`config.mk`:
```
export PLATFORM = sky130hd
export DESIGN_NAME = regfile_mp
export DESIGN_NICKNAME = d
export VERILOG_FILES = /design/src/rtl/regfile_mp_pkg.sv /design/src/rtl/regfile_scoreboard.sv /design/src/rtl/regfile_mp.sv
export SDC_FILE = /design/constraint.sdc
export NUM_CORES = 2
export LEC_CHECK = 0
export ABC_AREA = 1
export ABC_CLOCK_PERIOD_IN_PS = 6150
export BUFFER_PORTS_ARGS = -buffer_cell sky130_fd_sc_hd__buf_2
export CAP_MARGIN = 20
export CORE_MARGIN = 2
export CORE_UTILIZATION = 35
export CTS_BUF_LIST = sky130_fd_sc_hd__clkbuf_4 sky130_fd_sc_hd__clkbuf_8
export CTS_CLUSTER_SIZE = 28
export DETAILED_ROUTE_END_ITERATION = 8
export SLEW_MARGIN = 5
export SYNTH_ARGS = -nofsm -noshare
export SYNTH_HDL_FRONTEND = slang
export SYNTH_HIERARCHICAL = 1
export SYNTH_SLANG_ARGS = --single-unit
```
`constraint.sdc`:
```
create_clock -name clk -period 6.15 [get_ports clk]
set_clock_uncertainty 0.05 [all_clocks]
set_input_delay 0 -clock clk [delete_from_list [all_inputs] [get_ports clk]]
set_output_delay 0 -clock clk [all_outputs]
set_load 0.005 [all_outputs]
```
`src/rtl/regfile_mp_pkg.sv`:
```
// regfile_mp_pkg: shared defaults, sequencer state encodings and the zero word
package regfile_mp_pkg;
  localparam int REG_NUM_LOG2 = 5;
  localparam int DATA_W_DEF = 32;
  localparam logic [0:0] ST_INIT = 1'b0;
  localparam logic [0:0] ST_RUN = 1'b1;
  localparam logic [DATA_W_DEF-1:0] ZERO_WORD = '0;
endpackage

```
`src/rtl/regfile_scoreboard.sv`:
```
// regfile_scoreboard: pending-write busy bits with issue/writeback/flush priority and per-port busy lookup
module regfile_scoreboard
  import regfile_mp_pkg::*;
#(
  parameter int ADDR_W = REG_NUM_LOG2,
  parameter int NUM_RD = 2,
  parameter int NUM_WR = 2
) (
  input  logic                     clk,
  input  logic                     rst,
  input  logic                     run,
  input  logic [NUM_WR-1:0]        we,
  input  logic [NUM_WR*ADDR_W-1:0] waddr,
  input  logic [NUM_RD-1:0]        re,
  input  logic [NUM_RD*ADDR_W-1:0] raddr,
  input  logic                     iss_vld,
  input  logic [ADDR_W-1:0]        iss_addr,
  input  logic                     flush,
  output logic [NUM_RD-1:0]        rbusy
);
  localparam int NREG = 2 ** ADDR_W;
  logic [NREG-1:0] busy;
  logic [NREG-1:0] busy_n;
  logic [NUM_RD-1:0] hit;
  always_comb begin
    busy_n = busy;
    if (run) begin
      if (flush) busy_n = '0;
      for (int p = 0; p < NUM_WR; p++)
        if (we[p]) busy_n[waddr[p*ADDR_W +: ADDR_W]] = 1'b0;
      if (iss_vld) busy_n[iss_addr] = 1'b1;
    end
    busy_n[0] = 1'b0;
  end
  always_ff @(posedge clk) busy <= rst ? '0 : busy_n;
  always_comb begin
    hit = '0;
    for (int i = 0; i < NUM_RD; i++)
      for (int p = 0; p < NUM_WR; p++)
        if (we[p] && waddr[p*ADDR_W +: ADDR_W] == raddr[i*ADDR_W +: ADDR_W]) hit[i] = 1'b1;
  end
  // A same-cycle writeback resolves the hazard through the read bypass
  always_comb begin
    rbusy = '0;
    for (int i = 0; i < NUM_RD; i++)
      rbusy[i] = run && re[i] && raddr[i*ADDR_W +: ADDR_W] != '0
                 && busy[raddr[i*ADDR_W +: ADDR_W]] && !hit[i];
  end
endmodule

```
`src/rtl/regfile_mp.sv`:
```
// regfile_mp: multi-port register file with write-to-read bypass, hazard scoreboard and post-reset clear sweep
module regfile_mp
  import regfile_mp_pkg::*;
#(
  parameter int DATA_W = DATA_W_DEF,
  parameter int ADDR_W = REG_NUM_LOG2,
  parameter int NUM_RD = 2,
  parameter int NUM_WR = 2
) (
  input  logic                     clk,
  input  logic                     rst,
  input  logic [NUM_WR-1:0]        we,
  input  logic [NUM_WR*ADDR_W-1:0] waddr,
  input  logic [NUM_WR*DATA_W-1:0] wdata,
  input  logic [NUM_RD-1:0]        re,
  input  logic [NUM_RD*ADDR_W-1:0] raddr,
  output logic [NUM_RD*DATA_W-1:0] rdata,
  output logic [NUM_RD-1:0]        rbusy,
  input  logic                     iss_vld,
  input  logic [ADDR_W-1:0]        iss_addr,
  input  logic                     flush,
  output logic                     ready
);
  localparam int NREG = 2 ** ADDR_W;
  logic [0:0] state;
  logic [ADDR_W-1:0] clr_ptr;
  logic [DATA_W-1:0] regs [NREG];
  logic run;
  assign run = state == ST_RUN && !rst;
  assign ready = run;
  always_ff @(posedge clk) begin
    if (rst) begin
      state <= ST_INIT;
      clr_ptr <= ADDR_W'(1);
    end else if (state == ST_INIT) begin
      clr_ptr <= clr_ptr + ADDR_W'(1);
      if (clr_ptr == ADDR_W'(NREG - 1)) state <= ST_RUN;
    end
  end
  // Array has no reset so it can map to distributed RAM; register 0 is never written and never read
  always_ff @(posedge clk) begin
    if (!rst) begin
      if (state == ST_INIT) regs[clr_ptr] <= DATA_W'(ZERO_WORD);
      else
        for (int p = 0; p < NUM_WR; p++)
          if (we[p] && waddr[p*ADDR_W +: ADDR_W] != '0)
            regs[waddr[p*ADDR_W +: ADDR_W]] <= wdata[p*DATA_W +: DATA_W];
    end
  end
  // Ascending port loop lets the highest-index matching writer win the bypass
  always_comb begin
    rdata = '0;
    for (int i = 0; i < NUM_RD; i++) begin
      rdata[i*DATA_W +: DATA_W] = regs[raddr[i*ADDR_W +: ADDR_W]];
      for (int p = 0; p < NUM_WR; p++)
        if (we[p] && waddr[p*ADDR_W +: ADDR_W] == raddr[i*ADDR_W +: ADDR_W])
          rdata[i*DATA_W +: DATA_W] = wdata[p*DATA_W +: DATA_W];
      if (!(run && re[i] && raddr[i*ADDR_W +: ADDR_W] != '0))
        rdata[i*DATA_W +: DATA_W] = DATA_W'(ZERO_WORD);
    end
  end
  regfile_scoreboard #(.ADDR_W(ADDR_W), .NUM_RD(NUM_RD), .NUM_WR(NUM_WR)) u_sb (
    .clk(clk), .rst(rst), .run(run), .we(we), .waddr(waddr), .re(re), .raddr(raddr),
    .iss_vld(iss_vld), .iss_addr(iss_addr), .flush(flush), .rbusy(rbusy)
  );
endmodule

```
==> results.rst <==
.. list-table::
   :header-rows: 1

   * - Metric
     - Value
   * - Synthesis Warnings
     - 6
   * - Reg-to-reg setup timing slack
     - approximately 2.0 ns
   * - Cell taking the most area after synthesis
     - edfxtp_1
   * - Arrival time of data at the critical path endpoint
     - ~4.7 ns
   * - Core ar.
     - about 190,000 sq um
   * - I/O pin count
     - ~160
   * - Max-Cap Viols
     - 0
   * - Portion of synthesized cell area occupied by the leading cell type
     - 45.6%
   * - Via count of the first global-routing pass
     - roughly 63,000
   * - Die outline area
     - 196,000 sq um
   * - Min cycle time layout
     - roughly 4.1 ns
   * - Delay contributed by the slowest stage of the critical path
     - roughly 1.0 ns
   * - Maximum vdd drop
     - roughly 200 uV
   * - Number of buffers added on ports
     - between 150 and 200
   * - Setup repair after global routing missed its margin
     - false
   * - Cell variety after synth
     - 34
   * - Leading cell types by total area after synthesis
     - edfxtp_1 46%, nand2_1 21%, nand3_1 9.4%
   * - Filler cell count
     - around 19,000
   * - Post-synth design cell area
     - slightly below 70,000 sq um
   * - Sinks on Clock Net
     - between 1,000 and 1,500
   * - Level count of the clock H-tree
     - 4
   * - Main flop type after synthesis
     - edfxtp_1
   * - Global-route wire length before repair
     - about 430 mm
   * - Post-synthesis area per instance
     - between 7 and 8 sq um
   * - Clock latency of the later-clocked register in the worst-skew pair
     - between 0.9 and 1 ns
   * - Transition time at the pin with the least slew margin
     - 1.42 ns
   * - Pwr/cell area
     - 223 nW/um^2
   * - Number of standard cells in the final layout excluding fillers
     - approximately 12,000
   * - Share of the core filled with cells in the final layout
     - between 30% and 40%
   * - Final worst hold slack
     - 0.0379 ns
   * - Clock transition time at the flip-flop clock pins of the worst setup and hold paths
     - 0.07 ns
   * - Post-Syn Nets
     - ~9,400
   * - Critical path type
     - register to register
   * - Setup TNS
     - 0 ns
   * - Die height
     - roughly 440 um
   * - Share of power burned in combinational logic
     - around an eighth
   * - CP Launch Point
     - state
   * - Mapped Cells
     - a little over 9,000
   * - Cts-stage hold buffer count
     - between 100 and 150
   * - Number of failing hold endpoints at the final stage
     - 0
   * - Area Overhead vs Synth
     - 11.2%
   * - Post-DRT Antenna Nets
     - 0
   * - Reg-to-reg startpoint
     - state
   * - Gp weighted congestion
     - a little over 0.9
   * - Post-CTS Setup Bufs
     - 0
   * - Die W
     - between 400 and 500 um
   * - Crit-path most repeated cell
     - buf_4
   * - Sw frac
     - slightly below 30%
   * - Endpoint of the worst setup timing path
     - regs[4][31]
   * - Number of buffers created by CTS
     - roughly 190
   * - Failing checks
     - design-rule violations
   * - Worst slew margin relative to its limit
     - between 5 and 6%
   * - Standard cell with the maximum stage delay on the critical path
     - o21ai_4
   * - Largest net degree at the start of global routing
     - between 200 and 250
   * - Mean number of vias per cell
     - between 5 and 6
   * - Number of search-and-repair iterations in the first detailed-routing pass
     - 9
   * - Dpl hpwl
     - 170 mm
   * - Number of setup violations in the final report
     - 0
   * - # resized after CTS
     - 0
   * - Sequential cell area
     - about 31,000 sq um
   * - Sequential element share of the synthesized area
     - approximately 47%
   * - Final count of pins violating max slew
     - 0
   * - Static Leak
     - 28.1 nW
   * - End of the worst register-to-register path
     - regs[4][31]
   * - Post-detailed-routing wire length
     - 296 mm
   * - Area used by multi-input combinational logic
     - approximately 32,000 sq um
   * - Most numerous cell in the Yosys netlist
     - nand2_1
   * - Startpoint Class
     - register
   * - Internal Pwr Total
     - 11.9 mW
   * - EDFF count, synth
     - just over 1,000
   * - Placed insts
     - 11,200
   * - Highest clock rate
     - 0.241 GHz
   * - Net Sw Power
     - ~5 mW
   * - Worst EP required
     - around 6.7 ns
   * - DR DRC count
     - 2
   * - Grt ovf
     - 0
   * - GR Util All Layers
     - 29.1%
   * - Setup slack at placement
     - 1.77 ns
   * - Initial antenna violation count
     - 10
   * - Number of nets at the end of the flow
     - roughly 9,100
   * - Clk Tree Root Cell
     - clkbuf_8
   * - Smallest setup slack after layout
     - 2.01 ns
   * - Post-synth ARST share
     - 0%
   * - Critical Path Fanout Max
     - 19
   * - Path depth of the worst reg2reg path
     - 10
   * - Share of final-layout standard cells stronger than drive strength 1
     - under 10%
   * - Status
     - complete, but fails checks
   * - Bufs on Longest Clock Path
     - 3
   * - Number of standard-cell rows in the floorplan
     - 161
   * - Starting density of the core
     - between 30% and 40%
   * - Kind of end point of the critical path
     - register
   * - CTS tree
     - yes
   * - WL per Instance
     - around 25 um
   * - Cells traversed along the worst timing path
     - nand2_4 > nor2_2 > o21ai_4 > buf_4 > o21ai_0 > buf_4 > inv_1 > nand3_2 > o21ai_4 > buf_4
   * - Via total after detailed routing
     - roughly 69,000
   * - Commonest cells in the netlist
     - 3,817 x nand2_1, 1,265 x nand3_1, 1,080 x o21ai_0, 1,024 x edfxtp_1, 398 x clkbuf_1
   * - Final Cycle Share
     - between 60% and 70%
   * - Initial DRC Count
     - approximately 11,000
   * - Share of total power in the clock network
     - ~41%
   * - Worst hold path class
     - input pin to register
   * - Sequential power share
     - a little under half
   * - Post-synthesis register bit count
     - around 1,100
## layout make-up
| type | count | share of cell area, % |
|---|---|---|
| inverter | 264 | 1.38 |
| sequential | 1061 | 42.0 |
| multi-input combinational | 7059 | 42.2 |
| tap | 2526 | 4.22 |
| timing repair buffer | 463 | 5.17 |
| clock buffer | 254 | 4.18 |
| antenna | 3 | 0.0100 |
| clock inverter | 89 | 0.777 |
## power by group through the flow
stage | clock network [mW] | registers [mW] | logic (mW)
after detailed placement | 0 | 8.03 | 1.90
after floorplan | 0 | 8.03 | 1.12
after CTS | 6.81 | 7.88 | 1.96
after global placement | 0 | 8.03 | 1.88
after global routing | 7.09 | 7.88 | 2.15
final | 6.81 | 7.88 | 2.06
## cell families after synthesis
| group | count (synthesis) | share of synthesized area (%) |
|---|---|---|
| AOI/OAI and AO/OA | 1683 | 12.7 |
| xor gates and xnor gates | 4 | 0.0520 |
| adders and majority gates | 2 | 0.0371 |
| buffers and inverters | 1142 | 7.70 |
| DFF | 1061 | 46.7 |
| and+or+nand+nor | 5370 | 32.7 |
## sequential cells by signal, summed over array words and instances (netlist names)
| register | flops |
|---|---|
| regs | 1024 |
| u_sb/busy | 31 |
| clr_ptr | 5 |
| state | 1 |
## metrics by stage
| stage | instance area, sq um | power, mW |
|---|---|---|
| CTS | 74700 | 16.7 |
| global route | 74900 | 17.1 |
| detailed placement | 69600 | 9.93 |
| global placement | 69500 | 9.91 |
| finish | 74900 | 16.7 |
| floorplan | 67400 | 9.15 |
## how the worst min path moves through the flow
stage                           start            end  cells after the start
after global routing        wdata[13]    regs[0][13]                      4
after detailed placement    wdata[50]      rdata[18]                      4
final                       wdata[13]    regs[0][13]                      4
after CTS                         rst  u_sb/busy[22]                      3
after floorplan                   rst  u_sb/busy[17]                      1
after global placement    iss_addr[2]  u_sb/busy[25]                      4
## critical path, delay by kind of cell, from the launching register on
kind | cells | cell delay (ns)
flops | 1 | 0.37
compound gates | 3 | 1.43
buf+inv | 4 | 1.29
simple gates | 3 | 0.65
## placed cells by master (no fill, tap or decap), types with 6 or more instances in the layout
master,count
nand2_1,3816
nand3_1,1244
o21ai_0,1051
edfxtp_1,1024
a21oi_1,352
inv_1,223
o21ai_1,200
clkbuf_8,198
nor2_1,176
buf_2,153
dlygate4sd3_1,141
buf_4,136
clkbuf_4,58
clkinv_1,55
dfxtp_1,37
o21ai_2,34
nor2_4,33
o21ai_4,32
nor3_1,32
nand3_4,31
inv_2,30
buf_12,20
clkinv_2,18
nor2_2,7
nor3_2,7
inv_6,7
o22ai_1,7
buf_16,7
nand4_1,6
## routing by layer
layer,GRT usage [%],vias to the layer above,wire length [um]
met5,0,-,98
met1,37.6,31900,110000
met2,44.5,5149,129000
li1,-,30500,-
met3,7.58,973,40600
met4,15.7,10,16700
(Power assumes the default switching activity.)
